`config.mk`:
```
export PLATFORM = sky130hd
export DESIGN_NAME = wb_arbiter
export DESIGN_NICKNAME = d
export VERILOG_FILES = /design/src/rtl/wb_arbiter.sv
export SDC_FILE = /design/constraint.sdc
export NUM_CORES = 1
export LEC_CHECK = 0
export BUFFER_PORTS_ARGS = -buffer_cell sky130_fd_sc_hd__buf_2
export CORE_UTILIZATION = 56
export DETAILED_ROUTE_END_ITERATION = 8
export MAX_ROUTING_LAYER = met4
export PLACE_DENSITY_LB_ADDON = 0.1
export SLEW_MARGIN = 20
export SYNTH_ARGS = -nofsm -noshare
export SYNTH_HDL_FRONTEND = slang
export SYNTH_SLANG_ARGS = --single-unit
```
`constraint.sdc`:
```
create_clock -name clk -period 4.8 [get_ports clk]
set_input_delay 0.48 -clock clk [delete_from_list [all_inputs] [get_ports clk]]
set_output_delay 0.48 -clock clk [all_outputs]
set_load 0.1 [all_outputs]
```
`src/rtl/wb_arbiter.sv`:
```
// Write-back arbiter: merges single-cycle ALU results and FIFO-buffered load results onto
// the register file write port. Optional macro WB_ZERO_PROTECT_EN suppresses we3 for address 0.
module wb_arbiter #(
  parameter int unsigned DEPTH        = 4,
  parameter int unsigned STARVE_LIMIT = 3,
  parameter int unsigned DATA_W       = 32
) (
  input  logic                    clk,
  input  logic                    rst,
  input  logic                    alu_valid,
  output logic                    alu_ready,
  input  logic [4:0]              alu_wa,
  input  logic [DATA_W-1:0]       alu_wd,
  input  logic                    ld_valid,
  output logic                    ld_ready,
  input  logic [4:0]              ld_wa,
  input  logic [DATA_W-1:0]       ld_wd,
  output logic                    we3,
  output logic [4:0]              wa3,
  output logic [DATA_W-1:0]       wd3,
  output logic [$clog2(DEPTH):0]  ld_pending
);

  localparam int unsigned PTR_W = $clog2(DEPTH);
  localparam int unsigned CNT_W = PTR_W + 1;
  localparam int unsigned SC_W  = $clog2(STARVE_LIMIT + 1);
  localparam int unsigned AW    = 5;

  logic [AW-1:0]     mem_wa [DEPTH];
  logic [DATA_W-1:0] mem_wd [DEPTH];
  logic [PTR_W-1:0]  wr_ptr, rd_ptr;
  logic [CNT_W-1:0]  count, count_nxt;
  logic [SC_W-1:0]   starve_cnt, starve_nxt;
  logic              empty, stall_alu, push, pop, alu_grant, any_grant, grant_we;
  logic [AW-1:0]     grant_wa;
  logic [DATA_W-1:0] grant_wd;

  assign ld_pending = count;

  // Grant selection, occupancy and starvation bookkeeping
  always_comb begin
    empty      = (count == '0);
    stall_alu  = (starve_cnt == SC_W'(STARVE_LIMIT)) && !empty;
    alu_ready  = !stall_alu;
    alu_grant  = alu_valid && !stall_alu;
    pop        = !alu_grant && !empty;
    push       = ld_valid && ld_ready;
    any_grant  = alu_grant || pop;
    grant_wa   = alu_grant ? alu_wa : mem_wa[rd_ptr];
    grant_wd   = alu_grant ? alu_wd : mem_wd[rd_ptr];
`ifdef WB_ZERO_PROTECT_EN
    grant_we   = any_grant && (grant_wa != '0);
`else
    grant_we   = any_grant;
`endif

    count_nxt = count;
    case ({push, pop})
      2'b10:   count_nxt = count + CNT_W'(1);
      2'b01:   count_nxt = count - CNT_W'(1);
      default: count_nxt = count;
    endcase

    starve_nxt = starve_cnt;
    if (pop || empty)
      starve_nxt = '0;
    else if (alu_grant && (starve_cnt != SC_W'(STARVE_LIMIT)))
      starve_nxt = starve_cnt + SC_W'(1);
  end

  // Control state and registered write port
  always_ff @(posedge clk or negedge rst) begin
    if (!rst) begin
      wr_ptr     <= '0;
      rd_ptr     <= '0;
      count      <= '0;
      starve_cnt <= '0;
      ld_ready   <= 1'b0;
      we3        <= 1'b0;
      wa3        <= '0;
      wd3        <= '0;
    end else begin
      if (push) wr_ptr <= wr_ptr + PTR_W'(1);
      if (pop)  rd_ptr <= rd_ptr + PTR_W'(1);
      count      <= count_nxt;
      starve_cnt <= starve_nxt;
      ld_ready   <= (count_nxt != CNT_W'(DEPTH));
      we3        <= grant_we;
      if (any_grant) begin
        wa3 <= grant_wa;
        wd3 <= grant_wd;
      end
    end
  end

  // Payload storage needs no reset; occupancy guards every read
  always_ff @(posedge clk) begin
    if (push) begin
      mem_wa[wr_ptr] <= ld_wa;
      mem_wd[wr_ptr] <= ld_wd;
    end
  end

endmodule

```
# [After elaboration in Yosys (flattened, before gate mapping)]
# Memory sizes are Yosys's and may differ from the RTL's.
# Cells that the tools add are included.
[classes] n_addsub=5 eq_ne=5 n_mux=7 reduce_logical=12
[op_table] op="$mux W32" count=1
[op_table] op="$add A2 B1 Y2 const B" count=3
[op_table] op="$pmux W3 S2" count=1
[op_table] op="$logic_and A1 B1 Y1" count=5
[op_table] op="$mux W5" count=1
[op_table] op="$eq A2 B2 Y1 const B" count=2
[op_table] op="$mux W2" count=2
[op_table] op="$add A3 B1 Y3 const B" count=1
[op_table] op="$logic_not A1 Y1" count=3
[op_table] op="$logic_not A3 Y1" count=1
[op_table] op="$ne A3 B3 Y1 const B" count=1
[op_table] op="$sub A3 B1 Y3 const B" count=1
[op_table] op="$eq A2 B1 Y1 const B" count=1
[op_table] op="$logic_or A1 B1 Y1" count=2
[op_table] op="$mux W1" count=2
[op_table] op="$ne A2 B2 Y1 const B" count=1
[op_table] op="$reduce_bool A2 Y1" count=1
[word_totals] regBits=48 mem_bits_rw=148 input_bits=78 elab_cells=39 memories=2
[mem_list] memory="mem_wd" words=4 width=32 rd=1 rd_ports_with_merged_regs=0 wr=1 line="30" rtl="logic [DATA_W-1:0] mem_wd [DEPTH];"
[mem_list] memory="mem_wa" words=4 width=5 rd=1 rd_ports_with_merged_regs=0 wr=1 line="29" rtl="logic [AW-1:0] mem_wa [DEPTH];"

# [Logic depth before layout (Yosys ltp)]
[logic_depth] ltp_word=10 ltp_mapped=11 mapped_depth_nobuf=10

# [Worst setup path before layout]
# No wires, ideal clock.
[synth_path] kind="reg-to-reg" start="reg count[0] (netlist: ld_pending[0])" end="reg wa3[0]" setup_ns=0.069 t_arrival_ns=4.053 required_ns=4.731 slack_ns=0.678 path_stages_with_launch=6 path_buffers=2 cell_sequence="dfrtp_1 -> o31ai_1 -> and2_1 -> buf_2 -> buf_2 -> a221o_1"
[synth_between] elab_chain_cells=8 word_cells_on_any_way=9 classes_between="1 x mux; 8 x reduce/logical"
[synth_lines] item="from (decl)" line="32" rtl="logic [CNT_W-1:0] count, count_nxt;"
[synth_lines] item="from (signal assigned)" line="85" rtl="count <= count_nxt;"
[synth_lines] item="$logic_not A3 Y1 *" line="42" rtl="empty = (count == '0);"
[synth_lines] item="$logic_not A1 Y1 *" line="43" rtl="stall_alu = (starve_cnt == SC_W'(STARVE_LIMIT)) && !empty;"
[synth_lines] item="$logic_and A1 B1 Y1 *" line="43"
[synth_lines] item="$logic_not A1 Y1 *"
[synth_lines] item="net alu_ready" line="11" rtl="output logic alu_ready,"
[synth_lines] item="$logic_and A1 B1 Y1 *" line="45" rtl="alu_grant = alu_valid && !stall_alu;"
[synth_lines] item="$logic_not A1 Y1" line="46" rtl="pop = !alu_grant && !empty;"
[synth_lines] item="$logic_and A1 B1 Y1" line="46"
[synth_lines] item="$logic_or A1 B1 Y1" line="48" rtl="any_grant = alu_grant || pop;"
[synth_lines] item="to (signal assigned)" line="90" rtl="wa3 <= grant_wa;"
[synth_lines] item="to (decl)" line="19" rtl="output logic [4:0] wa3,"
# Mark *: on every way through the listed nets, which the timed path passes. The rest lies on a longest branch.
# A chain may end at the register's enable or synchronous reset.

# [Worst setup path after layout]
[layout_path] start="reg starve_cnt[0]" end="reg ld_ready"
[layout_between] elab_chain_cells=9 word_cells_on_any_way=10 classes_between="4 x eq/ne; 1 x mux; 5 x reduce/logical"
[layout_lines] item="from (decl)" line="33" rtl="logic [SC_W-1:0] starve_cnt, starve_nxt;"
[layout_lines] item="from (signal assigned)" line="86" rtl="starve_cnt <= starve_nxt;"
[layout_lines] item="$eq A2 B2 Y1 *" line="43"
[layout_lines] item="$logic_and A1 B1 Y1 *" line="43"
[layout_lines] item="$logic_not A1 Y1 *" line="45"
[layout_lines] item="$logic_and A1 B1 Y1 *" line="45"
[layout_lines] item="$logic_not A1 Y1 *" line="46"
[layout_lines] item="$logic_and A1 B1 Y1 *" line="46"
[layout_lines] item="$eq A2 B1 Y1 / $eq A2 B2 Y1 (equally long branches)" line="58" rtl="case ({push, pop})"
[layout_lines] item="$pmux W3 S2 *" line="58"
[layout_lines] item="$ne A3 B3 Y1 *" line="87" rtl="ld_ready <= (count_nxt != CNT_W'(DEPTH));"
[layout_lines] item="to (signal assigned)" line="87"
[layout_lines] item="to (decl)" line="15" rtl="output logic ld_ready,"
# Every way passes the cells marked *; elsewhere a longest branch is shown, timed or not.

==> key figures <==
Worst setup path
  • Slowest stage cell on the critical path: sky130_fd_sc_hd__buf_4
  • Crit path buf inv count: 3
  • Cell type group with the largest total delay on the critical path: adder cells
  • CP Class: flop to flop
  • Worst setup EP type: flop
  • Biggest cell delay along the critical path: 0.37 ns
  • Setup crit start kind: flop
  • Arr. time, crit path: 3.06 ns
  • CP cell instances: ha_1 > nand2b_1 > buf_4 > nand2_1 > inv_1 > ha_1 > inv_1 > fa_1 > xor2_1 > or3_1 > a211o_1
  • Worst path required time: 5.10 ns
  • Critical path peak fanout: 41
  • Reg-to-reg setup timing slack: 2.04 ns

STA
  • Period utilization: 57.49%
  • Worst slew slack as a fraction of its limit: 30.97%
  • Number of endpoints failing setup at the final stage: 0
  • Achievable frequency: 362.4 MHz
  • Setup TNS Final: 0 ns
  • Slew Viols, Final: 0
  • Worst-Margin Slew: 1.035 ns
  • Largest clock skew in the final design: 0.004960 ns
  • Setup repair after global routing missed its margin: false
  • Min Tclk post-route: 2.760 ns
  • Number of hold violations in the final report: 0

Floorplanning
  • Total Die Area: 0.01385 mm²
  • Die boundary width: 117.7 µm
  • Standard-cell rows: 41
  • # IOs: 121
  • Die Span Y: 117.7 µm
  • Placeable core region: 0.01282 mm²
  • Initial core utilization: 58.45%

CTS
  • Buffers from clock root to sink, at most: 2
  • Clock slew seen by the registers of the worst setup and hold paths: 0.07 ns
  • Total clock sinks: 196
  • Number of buffers created by CTS: 17
  • Max H-tree Level: 4
  • Resize count post-CTS: 0
  • Quantity of hold-fixing buffers added after cts: 0
  • Postcts setup bufs: 0
  • TritonCTS clock tree: yes
  • Cell at the root of the clock tree: sky130_fd_sc_hd__clkbuf_16
  • Skew-Pair Late Insertion Delay: 0.42 ns

Synthesis
  • Largest area contributor in the synthesized netlist: sky130_fd_sc_hd__edfxtp_1
  • Sequential cell area fraction in the yosys report: 75.31%
  • Number of standard cells after synthesis: 371
  • Library cells used by synthesis: 26
  • Mean area per synthesized cell: 20.20 µm²
  • Post-synthesis instance area: 0.007496 mm²
  • Proportion of netlist area held by the largest area contributor: 59.29%
  • Post-synthesis net count: 456
  • Post-synthesis sequential element count: 196
  • Number of warning messages in the yosys log: 0
  • Cells taking the most area after synthesis: sky130_fd_sc_hd__edfxtp_1, sky130_fd_sc_hd__dfrtp_1, sky130_fd_sc_hd__mux4_2

Global routing
  • Global-route wire length before repair: 22960 µm
  • Total global-route track usage: 23.09%
  • Pin count of the biggest net entering global routing: 49
  • Initial antenna violation count: 1
  • Global-route congestion overflow total: 0
  • Via count of the first global-routing pass: 4204

Detailed routing
  • Number of detailed-routing iterations run before antenna repair: 5
  • Number of routed nets with antenna violations: 0
  • Final routed wire length divided by cell count: 21.40 µm
  • Drt drc: 0
  • Overall routed net length: 14470 µm
  • Iteration-0 DRC Markers: 235
  • Via total after detailed routing: 3930
  • Vias/cell: 5.814

Pwr
  • Largest voltage drop on the vdd net: 388.9 µV
  • Leakage component of the power: 3.433 nW
  • Power, Total: 6.596 mW
  • Power per cell area: 744.0 mW/mm²

Place
  • DP Wirelength: 8133 µm
  • Buffers on Ports: 120
  • Dpl cell area: 0.008238 mm²
  • Placer congestion estimate: 0.7268

Final layout
  • Filler cells: 851
  • Post-route design area: 0.008866 mm²
  • Area added between synthesis and finish: 18.28%
  • Final core area utilization: 69.13%
  • Ratio of cells with drive above 1 in the final layout: 39.76%
  • Final-stage net count: 575

Run
  • Maximum Capacitance Violations: 0

Outcome
  • Outcome: completed

Hold path
  • Hold Path Class: primary input to asynchronous set/reset pin
[per-stage QoR]
step	hold slack, ns	setup WS [ns]	instances
5_1_grt	0.2186	1.805	676
4_1_cts	0.1870	2.029	675
2_1_floorplan	0.1844	0.6779	371
3_3_place_gp	0.4291	2.041	643
6_report	0.1665	2.040	676
3_5_place_dp	0.4499	1.968	643
[final cells by class]
class,instances,area (µm²),share of cell area [%]
repair buffers,124,630.6,7.113
multi-input cells,144,1718,19.38
diodes,1,2.502,0.02822
inverters,7,26.28,0.2964
clock inverters,15,200.2,2.258
flip-flops and latches,196,5648,63.70
well taps,172,215.2,2.427
clock buffers,17,425.4,4.798
[where the power goes]
| part | switching [mW] | total [mW] | internal [mW] |
|---|---|---|---|
| combinational | 1.80 | 2.52 | 0.723 |
| sequential | 0.307 | 2.59 | 2.28 |
| clock | 0.610 | 1.49 | 0.877 |
| total | 2.71 | 6.60 | 3.88 |
[cell families after synthesis]
kind of cell | synth area share (%)
buffers and inverters | 1.953
DFF | 75.31
xor gates and xnor gates | 0.5842
and+or+nand+nor | 4.256
muxes | 11.40
adders and majority gates | 1.269
AOI/OAI and AO/OA | 5.225
[Yosys cell counts (all sizes together)]
master  instances
a221o          37
mux2i           1
o31ai           1
xor2            1
xnor2           4
nand2b          1
clkbuf         10
buf            14
a211o           1
mux2            1
fa              1
nand3           1
ha              6
or3             2
dfrtp          48
edfxtp        148
o21ai           1
nor3            2
inv             7
nor2            1
and2            1
nor3b           1
and3           41
mux4           37
nand2           3
[layer usage]
| layer | global-route usage [%] | up-vias | routed length (µm) |
|---|---|---|---|
| li1 | - | 1773 | - |
| met3 | 5.136 | 10 | 794 |
| met1 | 29.90 | 2019 | 5957 |
| met5 | - | - | 0 |
| met4 | 7.933 | 0 | 110 |
| met2 | 36.51 | 128 | 7602 |
[worst paths after layout]
path                                from       endpoint  cells after the start
setup reg to reg           starve_cnt[0]       ld_ready                     11
hold / removal                       rst        wd3[17]                      2
max in group asynchronous            rst      rd_ptr[0]                      2
hold reg to reg            starve_cnt[0]  starve_cnt[0]                      1
setup / recovery           starve_cnt[0]       ld_ready                     11
min in group clk               ld_wd[22]  mem_wd[1][22]                      1
[state kept, by name, summed over array words and instances (netlist names), 2 cells and up]
register,cells
mem_wd,128
wd3,32
mem_wa,20
wa3,5
ld_pending,3
rd_ptr,2
starve_cnt,2
wr_ptr,2
[cell usage in the layout (no fill, tap or decap), types with 3 or more instances in the layout]
| master | instances |
|---|---|
| sky130_fd_sc_hd__xnor2_1 | 4 |
| sky130_fd_sc_hd__edfxtp_1 | 148 |
| sky130_fd_sc_hd__clkbuf_16 | 17 |
| sky130_fd_sc_hd__and3_2 | 4 |
| sky130_fd_sc_hd__bufinv_16 | 4 |
| sky130_fd_sc_hd__buf_4 | 4 |
| sky130_fd_sc_hd__ha_1 | 6 |
| sky130_fd_sc_hd__and3_1 | 37 |
| sky130_fd_sc_hd__buf_2 | 120 |
| sky130_fd_sc_hd__nand2_1 | 3 |
| sky130_fd_sc_hd__dfrtp_1 | 46 |
| sky130_fd_sc_hd__inv_1 | 7 |
| sky130_fd_sc_hd__inv_6 | 5 |
| sky130_fd_sc_hd__a221o_1 | 37 |
| sky130_fd_sc_hd__mux4_2 | 37 |
No activity file was read; power rests on OpenSTA's default activity.
